--- src/rtl/ext_arbiter_pkg.sv ---
// rtl/ext_arbiter_pkg.sv - shared peripheral select codes, state encoding and defaults
package ext_arbiter_pkg;

  localparam logic [2:0] EXT_DISABLE = 3'b000;
  localparam logic [2:0] EXT_ADC     = 3'b001;
  localparam logic [2:0] EXT_DAC     = 3'b010;
  localparam logic [2:0] EXT_SWI     = 3'b100;

  localparam int EXT_CLK_DIV = 4;

  typedef enum logic [1:0] {
    ST_IDLE  = 2'd0,
    ST_SETUP = 2'd1,
    ST_SHIFT = 2'd2,
    ST_HOLD  = 2'd3
  } ext_state_t;

  // only the three defined peripheral codes count as a legal select
  function automatic logic is_onehot3(input logic [2:0] v);
    return (v == EXT_ADC) || (v == EXT_DAC) || (v == EXT_SWI);
  endfunction

endpackage

--- src/rtl/ext_shifter.sv ---
// rtl/ext_shifter.sv - sclk divider, bit counter and sdo/sdi shift registers
module ext_shifter
  import ext_arbiter_pkg::*;
#(
  parameter int CLK_DIV = EXT_CLK_DIV,
  parameter int DATA_W  = 24
) (
  input  logic              clk,
  input  logic              rst,
  input  logic              load,
  input  logic [DATA_W-1:0] wdata,
  input  logic              active,
  input  logic              shifting,
  input  logic              restart,
  input  logic              sdi,
  output logic              div_done,
  output logic              bit_last,
  output logic              sclk,
  output logic              sdo,
  output logic [DATA_W-1:0] rx_data
);

  localparam int BW = $clog2(DATA_W + 1);

  logic [7:0]        div_cnt;
  logic [BW-1:0]     bit_cnt;
  logic [DATA_W-1:0] tx_sr;
  logic [DATA_W-1:0] rx_sr;
  logic              sclk_q;

  assign div_done = (div_cnt == 8'(CLK_DIV - 1));
  assign bit_last = (bit_cnt == BW'(DATA_W - 1));
  assign sclk     = sclk_q;
  assign sdo      = active & tx_sr[DATA_W-1];
  assign rx_data  = rx_sr;

  // half-period divider; sclk toggles on divider wrap, rx samples on the rise, tx advances on the fall
  always_ff @(posedge clk or negedge rst) begin
    if (!rst) begin
      div_cnt <= '0;
      bit_cnt <= '0;
      tx_sr   <= '0;
      rx_sr   <= '0;
      sclk_q  <= 1'b0;
    end else begin
      if (load) begin
        tx_sr <= wdata;
      end
      if (restart) begin
        div_cnt <= '0;
        bit_cnt <= '0;
        sclk_q  <= 1'b0;
      end else if (active) begin
        if (!div_done) begin
          div_cnt <= div_cnt + 8'd1;
        end else begin
          div_cnt <= '0;
          if (shifting) begin
            sclk_q <= ~sclk_q;
            if (!sclk_q) begin
              rx_sr <= {rx_sr[DATA_W-2:0], sdi};
            end else begin
              tx_sr   <= {tx_sr[DATA_W-2:0], 1'b0};
              bit_cnt <= bit_cnt + BW'(1);
            end
          end
        end
      end
    end
  end

endmodule

--- src/rtl/ext_arbiter.sv ---
// rtl/ext_arbiter.sv - round-robin arbiter between MC and host for the serial peripheral bus
module ext_arbiter
  import ext_arbiter_pkg::*;
#(
  parameter int CLK_DIV = EXT_CLK_DIV,
  parameter int DATA_W  = 24
) (
  input  logic              clk,
  input  logic              rst,
  input  logic              req_mc,
  input  logic              req_host,
  input  logic [2:0]        cs_mc,
  input  logic [2:0]        cs_host,
  input  logic [DATA_W-1:0] wdata_mc,
  input  logic [DATA_W-1:0] wdata_host,
  output logic              ack_mc,
  output logic              ack_host,
  output logic              err,
  output logic [DATA_W-1:0] rdata,
  output logic              busy,
  output logic [2:0]        ext_cs,
  output logic              sclk,
  output logic              sdo,
  input  logic              sdi
);

  ext_state_t        state, state_nx;
  logic              gnt_host, last_host, err_pend;
  logic [2:0]        cs_q, sel_cs;
  logic [DATA_W-1:0] sel_wdata, rx_data;
  logic              pick_host, grant, div_done, bit_last, finish_ok, finish;

  // the requester not served last wins a tie; no grant while an ack or error is being reported
  assign pick_host = req_host & (~req_mc | ~last_host);
  assign grant     = (state == ST_IDLE) & (req_mc | req_host) & ~err_pend & ~ack_mc & ~ack_host;
  assign sel_cs    = pick_host ? cs_host : cs_mc;
  assign sel_wdata = pick_host ? wdata_host : wdata_mc;
  assign finish_ok = (state == ST_HOLD) & div_done;
  assign finish    = finish_ok | err_pend;

  // state register
  always_ff @(posedge clk or negedge rst) begin
    if (!rst) state <= ST_IDLE;
    else      state <= state_nx;
  end

  // next-state: a bad select never leaves IDLE, the error is reported from err_pend instead
  always_comb begin
    state_nx = state;
    case (state)
      ST_IDLE:  if (grant && is_onehot3(sel_cs)) state_nx = ST_SETUP;
      ST_SETUP: if (div_done) state_nx = ST_SHIFT;
      ST_SHIFT: if (div_done && sclk && bit_last) state_nx = ST_HOLD;
      ST_HOLD:  if (div_done) state_nx = ST_IDLE;
      default:  state_nx = ST_IDLE;
    endcase
  end

  // outputs decoded from state
  always_comb begin
    busy   = (state != ST_IDLE) | err_pend;
    ext_cs = (state != ST_IDLE) ? cs_q : EXT_DISABLE;
  end

  // grant bookkeeping, one-cycle ack/err pulses and rdata capture
  always_ff @(posedge clk or negedge rst) begin
    if (!rst) begin
      gnt_host  <= 1'b0;
      last_host <= 1'b1;
      err_pend  <= 1'b0;
      cs_q      <= EXT_DISABLE;
      ack_mc    <= 1'b0;
      ack_host  <= 1'b0;
      err       <= 1'b0;
      rdata     <= '0;
    end else begin
      ack_mc   <= finish & ~gnt_host;
      ack_host <= finish & gnt_host;
      err      <= err_pend;
      if (grant) begin
        gnt_host  <= pick_host;
        last_host <= pick_host;
        cs_q      <= sel_cs;
        err_pend  <= ~is_onehot3(sel_cs);
      end else begin
        err_pend  <= 1'b0;
      end
      if (finish_ok) rdata <= rx_data;
    end
  end

  ext_shifter #(
    .CLK_DIV (CLK_DIV),
    .DATA_W  (DATA_W)
  ) u_shifter (
    .clk      (clk),
    .rst      (rst),
    .load     (grant),
    .wdata    (sel_wdata),
    .active   (state != ST_IDLE),
    .shifting (state == ST_SHIFT),
    .restart  (state_nx != state),
    .sdi      (sdi),
    .div_done (div_done),
    .bit_last (bit_last),
    .sclk     (sclk),
    .sdo      (sdo),
    .rx_data  (rx_data)
  );

endmodule

--- config.mk ---
export PLATFORM = sky130hd
export DESIGN_NAME = ext_arbiter
export DESIGN_NICKNAME = d
export VERILOG_FILES = /design/src/rtl/ext_arbiter_pkg.sv /design/src/rtl/ext_shifter.sv /design/src/rtl/ext_arbiter.sv
export SDC_FILE = /design/constraint.sdc
export NUM_CORES = 1
export LEC_CHECK = 0
export CORE_ASPECT_RATIO = 1.5
export CORE_MARGIN = 2
export CORE_UTILIZATION = 45
export CTS_CLUSTER_DIAMETER = 80
export CTS_CLUSTER_SIZE = 25
export DETAILED_ROUTE_END_ITERATION = 8
export PLACE_DENSITY = 0.71
export SLEW_MARGIN = 15
export SYNTH_ARGS = -nofsm -noshare
export SYNTH_HDL_FRONTEND = slang
export SYNTH_SLANG_ARGS = --single-unit
--- constraint.sdc ---
create_clock -name clk -period 3.1 [get_ports clk]
set_clock_uncertainty 0.2 [all_clocks]
set_input_delay 0.62 -clock clk [delete_from_list [all_inputs] [get_ports clk]]
set_output_delay 0.62 -clock clk [all_outputs]
set_load 0.02 [all_outputs]
==> flow_summary.yaml <==
sta:
  rsz0062_at_grt: "false"
  hold_ws_ns: 0.1052
  setup_tns_ns: 0
  relSlewSlack_pct: 36.16
  fin_crit_sh_pct: 89.74
  clock.fmax_mhz: 359.4
  finalSetupViolations: 0
  drv_slew: 0
  worstMarginPinSlew_ns: 0.9495
  finalHoldViolCount: 0
  layout_min_cycle_time_ns: 2.782
clock_tree:
  ctsHoldBuffers: 0
  cts.sinks: 97
  postCtsSetupRepairBufs: 0
  cts_tree: "yes"
  htree_levels: 3
  clock_path_buffers: 2
  clock_latency_ns: 0.34
  cts_resized: 0
  clk_pin_slew_ns: 0.07
  cts_buffers: 9
  root_buffer: "clkbuf_16"
worst_setup_path:
  critPathSlowestCell: "clkdlybuf4s50_1"
  path_cells: "or2_2, and2_1, clkdlybuf4s50_1"
  start_kind: "register"
  required_ns: 2.28
  path_buf_inv: 1
  critPathTopFamily: "simple AND/OR/NAND/NOR gates"
  worst-path-stages: 3
  crit_path_max_fanout: 9
  rr_worst_depth: 4
  path_class: "reg -> out"
  end_kind: "output port"
  arrival_ns: 1.96
  slowest_delay_ns: 0.55
power_and_ir_drop:
  max-vdd-ir-drop_uv: 334.9
  pwr-share-comb_pct: 28.1
  p_int_uw: 2765
  total_power_uw: 4091
  seq_power_share_pct: 43.3
  switching_share_pct: 32.41
  powerDensity_mw_per_mm2: 690.6
  clkPwrFrac_pct: 28.6
  leakage_uw: 0.002637
  p_sw_uw: 1326
grt:
  grt_max_degree: 53
  use_met3_pct: 5.297
  grt_pass1_wl_mm: 15.95
  gr-usage-met1_pct: 22.65
  grt_antenna_before_repair: 0
  use_met2_pct: 31.10
  grt_busiest_layer: "met2"
  overflow: 0
  grt_pass1_vias: 3345
  gr-usage-all-layers_pct: 18.43
synthesis:
  syn_area_per_cell_um2: 11.31
  synth_xor_area_share_pct: 1.345
  synth.area.mux_share_pct: 14.74
  synthFlopType: "dfrtp_1"
  async_reset_ff_share_pct: 100.0
  synth_top_family_by_area: "simple AND/OR/NAND/NOR gates"
  synthSimpleGateAreaFrac_pct: 14.88
  ys_ff_latch: 97
  synth_area_mm2: 0.004557
  yosysUniqueCellTypes: 47
  synth_adder_area_share_pct: 0.5491
  synth_edf_count: 0
  syn_nets: 464
  syn_inst: 403
  seq_area_frac_synth_pct: 53.29
  synth_compound_area_share_pct: 12.00
  ys_warn_count: 0
min_path:
  worstHoldPathType: "in -> async"
die:
  die_h_um: 127.2
  core_mm2: 0.009966
  die-area_mm2: 0.01096
  start_util_pct: 45.73
  die_x_um: 86.17
  row_count: 45
  boundaryPins: 92
route:
  antenna_left: 0
  drt_iter0_markers: 166
  vias_per_cell: 5.441
  wl_per_cell_um: 15.19
  drc_errors: 0
  vias: 3346
  routed_wl_mm: 9.339
  drt_pass1_iterations: 4
cells_and_area:
  final_cell_mix: "dfrtp_1 (96), clkdlybuf4s50_1 (90), nor2_1 (37)"
  antennaDiodeCount: 0
  fillers: 828
  fin_area_mm2: 0.005923
  final_net_count: 554
  final_common_cell: "dfrtp_1"
  drive_gt1_share_pct: 17.07
  syn_to_final_growth_pct: 29.98
run_status:
  outcome: "finished, final reports clean"
placement:
  hpwl_mm: 6.818
  place_area_mm2: 0.005602
  place.gp.congestion: 0.7649
  io_buffers: 91
run:
  maxCapViolations: 0
-- Yosys cell counts, types with 2 or more instances --
master | count | area share, %
nand2_1 | 36 | 3.0
o21ai_0 | 13 | 1.4
nor2b_1 | 23 | 3.2
buf_6 | 2 | 0.49
nor2_1 | 37 | 3.0
dfrtp_1 | 96 | 53
xor2_1 | 5 | 0.96
a211oi_1 | 25 | 4.1
a31oi_1 | 3 | 0.41
clkbuf_1 | 17 | 1.4
xnor2_1 | 2 | 0.38
inv_1 | 9 | 0.74
and3_1 | 3 | 0.41
nand3_1 | 4 | 0.44
mux2_2 | 29 | 7.2
buf_2 | 2 | 0.22
nor4_1 | 2 | 0.27
nand4_1 | 5 | 0.69
a21oi_1 | 4 | 0.44
and2_1 | 5 | 0.69
and4b_1 | 2 | 0.44
nor3_1 | 4 | 0.44
o31ai_1 | 24 | 4.0
ha_1 | 2 | 0.55
buf_1 | 2 | 0.16
mux2_4 | 19 | 6.3
mux2i_1 | 6 | 1.3
o211ai_1 | 3 | 0.49
-- kinds of logic after synthesis --
logic type,Yosys count
AO/OA/AOI/OAI,78
XOR/XNOR,7
adder cells (fa/ha/maj),2
buffers and inverters,33
flip-flops,97
multiplexers,54
AND/OR/NAND/NOR,132
-- worst register-to-register path: stages (launching register included) --
cell	delay (ns)
dfrtp_1	0.40
nor3_1	0.48
o21ai_0	0.21
o31ai_1	0.84
o21ai_0	0.19
-- final timing paths --
check	from	to	slack [ns]
min in group clk	err_pend	err	0.21
max in group asynchronous	rst	u_shifter.rx_data[21]	1.86
worst min register to register	err_pend	err	0.21
worst min-delay path	rst	rdata[3]	0.11
worst max-delay path	state[1]	ext_cs[0]	0.32
worst max register to register	ack_mc	u_shifter.div_cnt[4]	0.62
-- registers in the layout, summed over array words and instances (netlist names), 2 cells and up --
signal             count
u_shifter.div_cnt      8
state                  2
u_shifter.tx_sr       24
u_shifter.bit_cnt      5
u_shifter.rx_data     24
cs_q                   3
rdata                 24
-- layout make-up --
class	count	area [µm²]	share of cell area, %
Clock inverter	6	82.58	1.394
Sequential cell	97	2429	41.00
Multi-Input combinational cell	273	1994	33.67
Tap cell	117	146.4	2.471
Timing Repair Buffer	103	998.5	16.86
Inverter	9	33.78	0.5703
Clock buffer	10	239.0	4.035
-- per-stage QoR --
step / util (%) / std cells / setup slack, ns
6_report: 59.44 / 615 / 0.3179
3_3_place_gp: 56.21 / 599 / 0.3035
4_1_cts: 59.44 / 615 / 0.3127
3_5_place_dp: 56.21 / 599 / 0.1779
2_1_floorplan: - / 403 / 0.5991
5_1_grt: 59.44 / 615 / 0.2363
-- per-layer routing --
| layer | wire [µm] | share of wire, % |
|---|---|---|
| met1 | 3922 | 42 |
| met2 | 4731 | 51 |
| met3 | 549 | 5.9 |
| met4 | 135 | 1.4 |
| met5 | 0 | 0 |
-- power by group through the flow --
| stage | Sequential (µW) | Clock (µW) | Combinational, µW |
|---|---|---|---|
| after detailed placement | 1790 | 0 | 1160 |
| final | 1770 | 1170 | 1150 |
| after CTS | 1770 | 1200 | 1160 |
| after global routing | 1810 | 1250 | 1290 |
| after floorplan | 1740 | 0 | 770 |
| after global placement | 1780 | 0 | 1120 |
Note: power is estimated with default switching activity, not from simulation.
